## src/rtl/peripheral_bus_arbiter.sv

```systemverilog
// Two-master round-robin arbiter for the shared peripheral bus; grant is locked per transaction.
// Optional forced release on a stuck peripheral: define PERIPHERAL_BUS_ARBITER_TIMEOUT_EN.
module peripheral_bus_arbiter #(
    parameter int ADDRESS_WIDTH  = 24,
    parameter int DATA_WIDTH     = 32,
    parameter int TIMEOUT_CYCLES = 255
) (
    input  logic                     wb_clk_i,
    input  logic                     wb_rst_n_i,

    input  logic                     masterA_we,
    input  logic                     masterA_oe,
    output logic                     masterA_busy,
    input  logic [ADDRESS_WIDTH-1:0] masterA_address,
    input  logic [3:0]               masterA_byteSelect,
    input  logic [DATA_WIDTH-1:0]    masterA_dataWrite,
    output logic [DATA_WIDTH-1:0]    masterA_dataRead,

    input  logic                     masterB_we,
    input  logic                     masterB_oe,
    output logic                     masterB_busy,
    input  logic [ADDRESS_WIDTH-1:0] masterB_address,
    input  logic [3:0]               masterB_byteSelect,
    input  logic [DATA_WIDTH-1:0]    masterB_dataWrite,
    output logic [DATA_WIDTH-1:0]    masterB_dataRead,

    output logic                     peripheralBus_we,
    output logic                     peripheralBus_oe,
    input  logic                     peripheralBus_busy,
    output logic [ADDRESS_WIDTH-1:0] peripheralBus_address,
    output logic [3:0]               peripheralBus_byteSelect,
    output logic [DATA_WIDTH-1:0]    peripheralBus_dataWrite,
    input  logic [DATA_WIDTH-1:0]    peripheralBus_dataRead,

    output logic [1:0]               grant,
    output logic                     timeout_o
);

    typedef enum logic [1:0] {
        IDLE    = 2'b00,
        GRANT_A = 2'b01,
        GRANT_B = 2'b10
    } state_t;

    state_t state_q, state_d;
    logic   lastGrantB_q, lastGrantB_d;
    logic   reqA, reqB;
    logic   timeout_w;

    assign reqA = masterA_we | masterA_oe;
    assign reqB = masterB_we | masterB_oe;

`ifdef PERIPHERAL_BUS_ARBITER_TIMEOUT_EN
    localparam int CNT_RAW = $clog2(TIMEOUT_CYCLES + 1);
    localparam int CNT_W   = (CNT_RAW < 8) ? 8 : ((CNT_RAW > 16) ? 16 : CNT_RAW);

    logic [CNT_W-1:0] cnt_q, cnt_d;

    assign timeout_w = (state_q != IDLE) && (cnt_q == CNT_W'(TIMEOUT_CYCLES));

    // Entry covers both IDLE->GRANT and direct handover between masters.
    always_comb begin
        cnt_d = '0;
        if ((state_q != IDLE) && (state_d == state_q) && peripheralBus_busy) begin
            cnt_d = cnt_q + 1'b1;
        end
    end

    always_ff @(posedge wb_clk_i or negedge wb_rst_n_i) begin
        if (!wb_rst_n_i) begin
            cnt_q <= '0;
        end else begin
            cnt_q <= cnt_d;
        end
    end
`else
    if (TIMEOUT_CYCLES < 1) begin : g_param_check
        $error("TIMEOUT_CYCLES must be at least 1");
    end

    assign timeout_w = 1'b0;
`endif

    assign timeout_o = timeout_w;

    always_comb begin
        state_d      = state_q;
        lastGrantB_d = lastGrantB_q;
        unique case (state_q)
            IDLE: begin
                if (reqA && reqB) begin
                    state_d = lastGrantB_q ? GRANT_A : GRANT_B;
                end else if (reqA) begin
                    state_d = GRANT_A;
                end else if (reqB) begin
                    state_d = GRANT_B;
                end
            end
            GRANT_A: begin
                if (!reqA) begin
                    state_d = reqB ? GRANT_B : IDLE;
                end
            end
            GRANT_B: begin
                if (!reqB) begin
                    state_d = reqA ? GRANT_A : IDLE;
                end
            end
            default: state_d = IDLE;
        endcase

        if (timeout_w) begin
            state_d = IDLE;
        end

        if (state_d == GRANT_A) begin
            lastGrantB_d = 1'b0;
        end else if (state_d == GRANT_B) begin
            lastGrantB_d = 1'b1;
        end
    end

    always_ff @(posedge wb_clk_i or negedge wb_rst_n_i) begin
        if (!wb_rst_n_i) begin
            state_q      <= IDLE;
            lastGrantB_q <= 1'b1;
        end else begin
            state_q      <= state_d;
            lastGrantB_q <= lastGrantB_d;
        end
    end

    assign grant = {state_q == GRANT_B, state_q == GRANT_A};

    always_comb begin
        peripheralBus_we         = 1'b0;
        peripheralBus_oe         = 1'b0;
        peripheralBus_address    = '0;
        peripheralBus_byteSelect = '0;
        peripheralBus_dataWrite  = '0;
        masterA_dataRead         = '0;
        masterB_dataRead         = '0;
        masterA_busy             = reqA;
        masterB_busy             = reqB;

        unique case (state_q)
            GRANT_A: begin
                peripheralBus_we         = masterA_we;
                peripheralBus_oe         = masterA_oe;
                peripheralBus_address    = masterA_address;
                peripheralBus_byteSelect = masterA_byteSelect;
                peripheralBus_dataWrite  = masterA_dataWrite;
                masterA_busy             = peripheralBus_busy & ~timeout_w;
                if (timeout_w) begin
                    masterA_dataRead = '1;
                end else if (masterA_oe) begin
                    masterA_dataRead = peripheralBus_dataRead;
                end
            end
            GRANT_B: begin
                peripheralBus_we         = masterB_we;
                peripheralBus_oe         = masterB_oe;
                peripheralBus_address    = masterB_address;
                peripheralBus_byteSelect = masterB_byteSelect;
                peripheralBus_dataWrite  = masterB_dataWrite;
                masterB_busy             = peripheralBus_busy & ~timeout_w;
                if (timeout_w) begin
                    masterB_dataRead = '1;
                end else if (masterB_oe) begin
                    masterB_dataRead = peripheralBus_dataRead;
                end
            end
            default: ;
        endcase
    end

endmodule

```

## config.mk

```make
export PLATFORM = sky130hd
export DESIGN_NAME = peripheral_bus_arbiter
export DESIGN_NICKNAME = d
export VERILOG_FILES = /design/src/rtl/peripheral_bus_arbiter.sv
export SDC_FILE = /design/constraint.sdc
export NUM_CORES = 1
export LEC_CHECK = 0
export CORE_MARGIN = 10
export CORE_UTILIZATION = 20
export CTS_BUF_LIST = sky130_fd_sc_hd__clkbuf_8 sky130_fd_sc_hd__clkbuf_16
export DETAILED_ROUTE_END_ITERATION = 10
export PLACE_DENSITY_LB_ADDON = 0.25
export SYNTH_ARGS = -nofsm -noshare
export SYNTH_HDL_FRONTEND = slang
export SYNTH_SLANG_ARGS = --single-unit
```

## constraint.sdc

```tcl
create_clock -name wb_clk_i -period 2 [get_ports wb_clk_i]
set_input_delay 0.2 -clock wb_clk_i [delete_from_list [all_inputs] [get_ports wb_clk_i]]
set_output_delay 0.2 -clock wb_clk_i [all_outputs]
set_load 0.01 [all_outputs]
```

==> reports/results.ini, run 1 <==
[global_route]
antenna_found_initial=0
grt_start_max_net_pins=34
grt_pass1_wl_um=20300
grt_pass1_vias=3369
grt.total_usage=0.195
gr-total-overflow=0

[placed_design]
place.gp.congestion=0.802
numPortBuffers=288
dpl_worst_slack_ns=-0.0572
dp_hpwl_um=10900
numPlacedInstances=634
placed_area_um2=4800

[clock_network]
cts_htree_levels=1
clkSlewWorstSetupHoldPaths_ns=0.03
cts-root-buf=clkbuf_8
clk_latency_ns=0.22
cts_tree=yes
cts.sinks=3
numCtsBuffers=3
clockBufferDepth=2

[drt]
drtIter0Drc=119
avgRoutedWirePerCell_um=21.2
routed_via_density=4.87
vias=3170
drc=0
first_pass_iters=4
ant_nets=0
drt_wl_total_um=13800

[timing]
hold_viol_final=0
period_needed_ns=1.96
hold-worst-slack_ns=0.173
rsz0062_at_grt=yes
skew_ns=0.00234
worst_slack_ns=0.0438
tns_ns=0
fmax_ghz=0.511
setup_viol=0
drv_slew=0
fin_crit_sh=0.978

[power]
p_leak_nw=2.46
pwr_density_cell_nw_per_um2=933
power_mw=4.58
ir_drop_mv=0.678

[critical_path]
cp.arrival_ns=1.76
critPathMaxFanout=19
reg2regPathDepth=8
critPathLaunchType=flop
end_kind=output pin
criticalPathCategory=flop to output pin
critical_path_required_ns=1.80

[logic_synthesis]
syn_avg_cell_area_um2=6.63
ys_seq_area_frac=0.0445
synth_cells=259
ys_ff_latch=3
synthMuxAreaShare=0.00583
yosys.area_share.simple=0.484
synth_top_family_by_area=simple AND/OR/NAND/NOR gates
synthAdderAreaFrac=0.0364
synth_warnings=0
synth-compound-area-share=0.327
synth_area_um2=1720
syn_nets=423
yosys.area_share.xor_xnor=0
synth_cell_types=28

[finish]
area_growth_pct=186
mostFrequentLayoutCells=clkdlybuf4s50_1, dlygate4sd2_1, nor2b_1, and3_1, a22oi_1
final_cells=651
postLayoutCellArea_um2=4910
nets=711
drive_above_1_share=0.178
diodes=0
utilization=0.592
layout_commonest_cell=clkdlybuf4s50_1

[die]
num_rows=33
io-pin-count=290
die_area_um2=12700
core-area_um2=8300
die_w_um=113
start_util=0.207
die_y_um=113

[min_path]
hold_path.class=input port to async pin

[run]
cap_violations=0

[status]
status=complete, no violations

[repair_timing]
item	in CTS	in global routing
pin swaps	3	7
hold buffers	0	0
buffers inserted	5	5
endpoints found under the setup margin	129	14
cloned	5	0
resized for setup	196	53
[where the power goes]
| part | switching [mW] | internal, mW | total (mW) |
|---|---|---|---|
| clock network | 0.0398 | 0.131 | 0.170 |
| logic | 2.03 | 2.26 | 4.29 |
| registers | 0.0196 | 0.0948 | 0.114 |
[worst paths after layout]
kind	start	to	slack, ns
worst max register to register	state_q[0]	lastGrantB_q	0.09
max in group asynchronous	wb_rst_n_i	lastGrantB_q	1.61
worst min register to register	lastGrantB_q	lastGrantB_q	0.48
worst max-delay path	state_q[1]	peripheralBus_dataWrite[17]	0.04
min in group wb_clk_i	lastGrantB_q	lastGrantB_q	0.48
worst min-delay path	wb_rst_n_i	state_q[1]	0.17
[kinds of logic (layout without fill, tap and decap cells)]
group / after synthesis / count (layout)
buffers and inverters: 41 / 328
AOI/OAI and AO/OA: 74 / 74
muxes: 1 / 1
and+or+nand+nor: 134 / 134
DFF: 3 / 3
other: 1 / 1
adders and majority gates: 5 / 5
[worst max-delay path: stages (launching register included)]
cell and delay [ns]:
dfrtp_1 0.39, buf_6 0.13, ha_4 0.18, buf_4 0.14
buf_12 0.15, a22oi_1 0.18, nor2b_1 0.07, dlygate4sd2_1 0.29
[synthesized netlist by cell type]
master / number / area (um2)
conb_1: 1 / 3.75
o21ai_0: 2 / 10.0
a31o_1: 1 / 8.76
or4_1: 1 / 7.51
mux2i_1: 1 / 10.0
a32oi_1: 1 / 8.76
nand2_1: 1 / 3.75
ha_1: 5 / 62.6
o211ai_1: 1 / 7.51
and3_2: 2 / 15.0
clkbuf_1: 30 / 113
o32ai_1: 1 / 8.76
nor2b_1: 63 / 394
inv_1: 4 / 15.0
nor3_1: 1 / 5.00
a21oi_1: 3 / 15.0
dfrtp_1: 2 / 50.1
dfstp_2: 1 / 26.3
buf_6: 1 / 11.3
and3_1: 62 / 388
or2_1: 1 / 6.26
buf_2: 5 / 25.0
a221oi_2: 1 / 15.0
buf_4: 1 / 7.51
o41ai_2: 1 / 16.3
a22oi_1: 62 / 465
a31oi_1: 1 / 6.26
nor2_1: 3 / 11.3
[state kept, by name (all words and copies together), names as in the netlist]
name / flops
state_q: 2
lastGrantB_q: 1
[metal layers]
metal / share of wire / vias to the layer above / GRT usage / wire length (um)
met2: 0.51 / 193 / 0.361 / 7010
met5: 0 / - / 0 / 0
met4: 0.021 / 0 / 0.0398 / 295
met3: 0.12 / 20 / 0.0900 / 1680
li1: - / 1532 / - / -
met1: 0.35 / 1425 / 0.195 / 4840
[final cells by class]
class                      count  area, um2
fill                         814       3390
timing repair buffer         320       3030
multi-input combinational    215       1610
tap                          105        131
sequential                     3       76.3
clock buffer                   3       41.3
inverter                       4       15.0
clock inverter                 1       3.75
(Power assumes the default switching activity.)
==> inputs of run 2 (changes only) <==
--- a/config.mk
+++ b/config.mk
@@ -10,5 +10,5 @@
 export CTS_BUF_LIST = sky130_fd_sc_hd__clkbuf_8 sky130_fd_sc_hd__clkbuf_16
 export DETAILED_ROUTE_END_ITERATION = 10
-export PLACE_DENSITY_LB_ADDON = 0.25
+export PLACE_DENSITY = 0.79
 export SYNTH_ARGS = -nofsm -noshare
 export SYNTH_HDL_FRONTEND = slang
==> constraint.sdc (replaced) <==
create_clock -name wb_clk_i -period 2 [get_ports wb_clk_i]
set_input_delay 0.4 -clock wb_clk_i [delete_from_list [all_inputs] [get_ports wb_clk_i]]
set_output_delay 0.4 -clock wb_clk_i [all_outputs]
set_load 0.01 [all_outputs]
==> reports/results.ini, run 2 (synthesis gave the netlist of run 1 again) <==
[finish]
area_growth_pct=200
drive_above_1_share=0.450  ; +0.272
seq_area_um2=76.3  ; unchanged
diodes=0  ; unchanged
regMostFlops=state_q
mostFrequentLayoutCells=clkdlybuf4s50_1, clkbuf_2, nor2b_1
utilization=0.621  ; +0.0292
multiInputGateArea_um2=1830  ; +13%
reg.largest.list=state_q (2), lastGrantB_q (1)
nets=732  ; +3.0%
layout_commonest_cell=clkdlybuf4s50_1
fillers=713  ; -12%
largest_reg_flops=2  ; unchanged

[drt]
avgRoutedWirePerCell_um=22.2  ; +4.7%
first_pass_iters=6  ; +2
drtIter0Drc=133  ; +12%
routed_via_density=4.96  ; +1.9%
drt_wl_total_um=14900  ; +8.1%
drc=0  ; unchanged
ant_nets=0  ; unchanged
vias=3335  ; +5.2%

[critical_path]
criticalPathCategory=flop to output pin
critPathMaxFanout=7  ; -12
critical_path_required_ns=1.60  ; -0.20 ns
end_kind=output pin
critPathLaunchType=flop
critPathMostFrequentCell=buf_4
cp.arrival_ns=1.65  ; -0.11 ns
crit_chain=buf_4 > ha_4 > buf_4 > clkbuf_16 > a22oi_2 > nor2b_1 > buf_2
cp_slowest_stage_delay_ns=0.39  ; about the same
slowest_stage=dfrtp_1

[global_route]
antenna_found_initial=0  ; unchanged
grt.total_usage=0.189  ; -0.00622
grt_pass1_wl_um=19800  ; -2.2%
gr-total-overflow=0  ; unchanged
grt_pass1_vias=3397  ; +0.83%
grt_start_max_net_pins=39  ; +15%

[power]
power_mw=5.34  ; +17%
pwr_density_cell_nw_per_um2=1040  ; +11%
p_leak_nw=2.45  ; -0.50%
ir_drop_mv=0.482  ; -29%

[clock_network]
cts_tree=yes
clk_latency_ns=0.21  ; about the same
numCtsBuffers=3  ; unchanged
cts-root-buf=clkbuf_8
clkSlewWorstSetupHoldPaths_ns=0.03  ; about the same
cts_htree_levels=1  ; unchanged
cts.sinks=3  ; unchanged
clockBufferDepth=2  ; unchanged

[timing]
setup_viol=22  ; +22
fin_crit_sh=1.02  ; +0.0455
rsz0062_at_grt=yes
worst_slack_ns=-0.0472  ; -0.0910 ns
fmax_ghz=0.488  ; -4.4%
drv_slew=0  ; unchanged
hold-worst-slack_ns=0.371  ; +0.198 ns
skew_ns=0.000162  ; -0.00218 ns
hold_viol_final=0  ; unchanged
period_needed_ns=2.05  ; +0.0910 ns

[placed_design]
dp_hpwl_um=11000  ; +1.3%
numPortBuffers=288  ; unchanged
place.gp.congestion=0.811  ; +1.1%

[status]
status=finished with violations
violations=setup timing

[run]
cap_violations=0  ; unchanged

[die]
num_rows=33  ; unchanged
start_util=0.207  ; unchanged
core-area_um2=8300  ; unchanged
io-pin-count=290  ; unchanged
die_w_um=113  ; unchanged
die_y_um=113  ; unchanged
die_area_um2=12700  ; unchanged

[min_path]
hold_path.class=input port to async pin

==> run 2: repair_timing <==
item                                    in CTS  in global routing
pin swaps                                    5                  8
resized for setup                          313                214
gates cloned                                 2                 15
buffers inserted                             3                  8
hold buffers                                 0                  0
hold endpoints to repair                     0                  0
endpoints found under the setup margin     131                104
==> run 2: worst paths after layout <==
check | to | slack, ns | cells past startpoint | start
worst min register to register | lastGrantB_q | 0.49 | 2 | lastGrantB_q
worst max register to register | lastGrantB_q | 0.02 | 8 | state_q[1]
max in group asynchronous | lastGrantB_q | 1.41 | 1 | wb_rst_n_i
min in group wb_clk_i | lastGrantB_q | 0.49 | 2 | lastGrantB_q
worst max-delay path | peripheralBus_address[3] | -0.05 | 7 | state_q[1]
worst min-delay path | state_q[1] | 0.37 | 1 | wb_rst_n_i
==> run 2: worst max-delay path: cells and delay by family, from the launching register on <==
family	cells	cell delay, ns
fa+ha+maj	1	0.17
flops	1	0.39
simple gates	1	0.07
compound gates	1	0.18
buf+inv	4	0.63
==> run 2: final cells by class <==
| cell class | instances | share of cell area |
|---|---|---|
| Tap cell | 105 | 0.0255 |
| Sequential cell | 3 | 0.0148 |
| Multi-Input combinational cell | 215 | 0.355 |
| Timing Repair Buffer | 341 | 0.593 |
| Inverter | 4 | 0.00291 |
| Clock buffer | 3 | 0.00801 |
| Clock inverter | 1 | 0.000729 |
==> run 2: metal layers <==
metal	up-vias	part of all wire	track usage
li1	1575	-	-
met1	1550	0.37	0.190
met2	190	0.51	0.350
met3	20	0.097	0.0751
met4	0	0.020	0.0533
met5	-	0	0
==> run 2: through the flow <==
step | std cells | TNS [ns] | setup WS [ns] | cell area, um2
4_1_cts | 649 | -0.585 | -0.292 | 4920
2_1_floorplan | 259 | 0 | 0.0107 | 1720
6_report | 672 | -0.291 | -0.0472 | 5150
5_1_grt | 672 | -3.65 | -0.121 | 5150
3_5_place_dp | 640 | -28.11 | -0.333 | 4880
3_3_place_gp | 640 | -25.64 | -0.303 | 4880
==> run 2: power breakdown <==
group          switching, mW  total [mW]  internal (mW)  leakage, nW
logic                   2.35        5.05           2.71         2.39
registers             0.0221       0.117         0.0947       0.0360
clock network         0.0383       0.169          0.131       0.0269
==> inputs of run 3 (changes only) <==
Settings changed: ABC_CLOCK_PERIOD_IN_PS set to 2000, PLACE_DENSITY 0.79 to unset, PLACE_DENSITY_LB_ADDON set to 0.25, SLEW_MARGIN set to 25.
==> reports/results.ini, run 3 (synthesis gave the netlist of run 1 again) <==
[finish]
layout_commonest_cell=clkdlybuf4s50_1
reg.largest.list=state_q (2), lastGrantB_q (1)
regMostFlops=state_q
nets=753  ; +2.9%
seq_area_um2=76.3  ; unchanged
area_growth_pct=233
drive_above_1_share=0.510  ; +0.0605
mostFrequentLayoutCells=clkdlybuf4s50_1, buf_2, and3_1
final_cells=694  ; +3.3%
fillers=661  ; -7.3%
postLayoutCellArea_um2=5720  ; +11%
utilization=0.689  ; +0.0681
multiInputGateArea_um2=1980  ; +8.6%
largest_reg_flops=2  ; unchanged

[global_route]
antenna_found_initial=0  ; unchanged
grt_pass1_wl_um=22200  ; +12%
grt.total_usage=0.214  ; +0.0250
grt_start_max_net_pins=24  ; -38%
grt_pass1_vias=3767  ; +11%
gr-total-overflow=0  ; unchanged

[timing]
fin_crit_sh=1.08  ; +0.0608
setup_viol=61  ; +180%
rsz0062_at_grt=yes
period_needed_ns=2.17  ; +0.122 ns
fmax_ghz=0.461  ; -5.6%
worst_slack_ns=-0.169  ; -0.122 ns
skew_ns=0.00160  ; +0.00144 ns
drv_slew=0  ; unchanged
tns_ns=-3.87  ; -3.58 ns
hold_viol_final=0  ; unchanged
hold-worst-slack_ns=0.368  ; -0.00259 ns

[die]
num_rows=33  ; unchanged
start_util=0.207  ; unchanged
die_area_um2=12700  ; unchanged
io-pin-count=290  ; unchanged
die_w_um=113  ; unchanged
die_y_um=113  ; unchanged
core-area_um2=8300  ; unchanged

[min_path]
hold_path.class=input port to async pin

[clock_network]
ctsHoldBuffers=0  ; unchanged
cts.sinks=3  ; unchanged
clk_latency_ns=0.22  ; about the same
clockBufferDepth=2  ; unchanged
clkSlewWorstSetupHoldPaths_ns=0.03  ; about the same
cts_htree_levels=1  ; unchanged
cts-root-buf=clkbuf_8
cts_tree=yes
numCtsBuffers=3  ; unchanged

[critical_path]
path_delay_family=buffers and inverters
crit_path_start=state_q[1]
critPathMaxFanout=8  ; +1
crit_chain=buf_6 > ha_4 > buf_12 > buf_12 > buf_4 > a22oi_2 > nor2b_4 > buf_6
end_kind=output pin
cp.arrival_ns=1.77  ; +0.12 ns
critPathLaunchType=flop
cp_slowest_stage_delay_ns=0.40  ; about the same
timing.rr.start=state_q[1]
cp_num_buf_inv=5  ; +1
slowest_stage=dfrtp_1
criticalPathCategory=flop to output pin
critical_path_required_ns=1.60  ; about the same

[power]
p_clk_frac=0.025  ; -0.007
swShare=0.410  ; -0.0412
power.share.sequential=0.017  ; -0.005
power_mw=6.96  ; +30%
pwr-share-comb=0.958  ; +0.012
p_leak_nw=2.67  ; +9.1%
power.switching_mw=2.85  ; +18%
pwr_density_cell_nw_per_um2=1220  ; +17%
power.internal_mw=4.11  ; +40%
ir_drop_mv=0.631  ; +31%

[drt]
first_pass_iters=4  ; -2
ant_nets=0  ; unchanged
drtIter0Drc=169  ; +27%
drc=0  ; unchanged
routed_via_density=5.04  ; +1.6%
vias=3499  ; +4.9%
drt_wl_total_um=15800  ; +5.9%
avgRoutedWirePerCell_um=22.8  ; +2.5%

[status]
violations=setup timing
status=finished with violations

[placed_design]
numPortBuffers=288  ; unchanged
numPlacedInstances=639  ; -0.16%
place.gp.congestion=0.841  ; +3.7%
dpl_worst_slack_ns=-0.426  ; -0.0937 ns
placed_area_um2=4830  ; -0.92%
dp_hpwl_um=11100  ; +0.35%

[run]
cap_violations=0  ; unchanged

==> run 3: changes by cell type in the layout (fill, tap and decap cells not counted), sizes merged <==
cell / previous run / this run
bufbuf: 1 / 0
clkbuf: 81 / 47
buf: 102 / 158
clkdlybuf4s15: 0 / 1
dlymetal6s2s: 1 / 0
diode: 0 / 1
==> run 3: power groups by stage <==
stage	Sequential [mW]	Combinational, mW	Clock, mW
2_1_floorplan	0.117	1.97	0
3_3_place_gp	0.115	4.14	0
3_5_place_dp	0.117	4.19	0
4_1_cts	0.117	5.86	0.177
5_1_grt	0.120	7.03	0.182
6_report	0.119	6.67	0.171
==> run 3: final cells by class <==
cell class,instances,share of cell area
tap,105,0.0230
clock inverter,1,0.000656
clock buffer,3,0.00722
multi-input combinational,215,0.347
inverter,4,0.00263
sequential,3,0.0133
antenna,1,0.000438
timing repair buffer,362,0.606
==> run 3: worst reg2reg max path: stages (launching register included) <==
cell and delay [ns]:
dfrtp_1 0.40, inv_2 0.11, buf_12 0.10, ha_4 0.18
buf_8 0.13, buf_6 0.10, o41ai_4 0.06, a221oi_2 0.27
a31oi_1 0.09, ha_1 0.31, mux2i_1 0.19
==> run 3: worst paths after layout <==
check | end | slack, ns | cells past startpoint
worst max-delay path | peripheralBus_dataWrite[28] | -0.17 | 8
worst min-delay path | state_q[0] | 0.37 | 1
worst max register to register | lastGrantB_q | -0.02 | 10
worst min register to register | lastGrantB_q | 0.49 | 2
max in group asynchronous | lastGrantB_q | 1.41 | 1
min in group wb_clk_i | lastGrantB_q | 0.49 | 2
==> run 3: what timing repair did <==
action	4_1_cts	5_1_grt
gates cloned	11	7
buffers inserted	27	15
pin swaps	5	26
setup endpoints to repair	131	84
gates resized for setup	471	202
==> run 3: routing by layer <==
layer	global-route usage	wire, um	share of wire
met5	0	0	0
met3	0.0841	1610	0.10
met4	0.0592	475	0.030
met2	0.391	8020	0.51
met1	0.220	5720	0.36
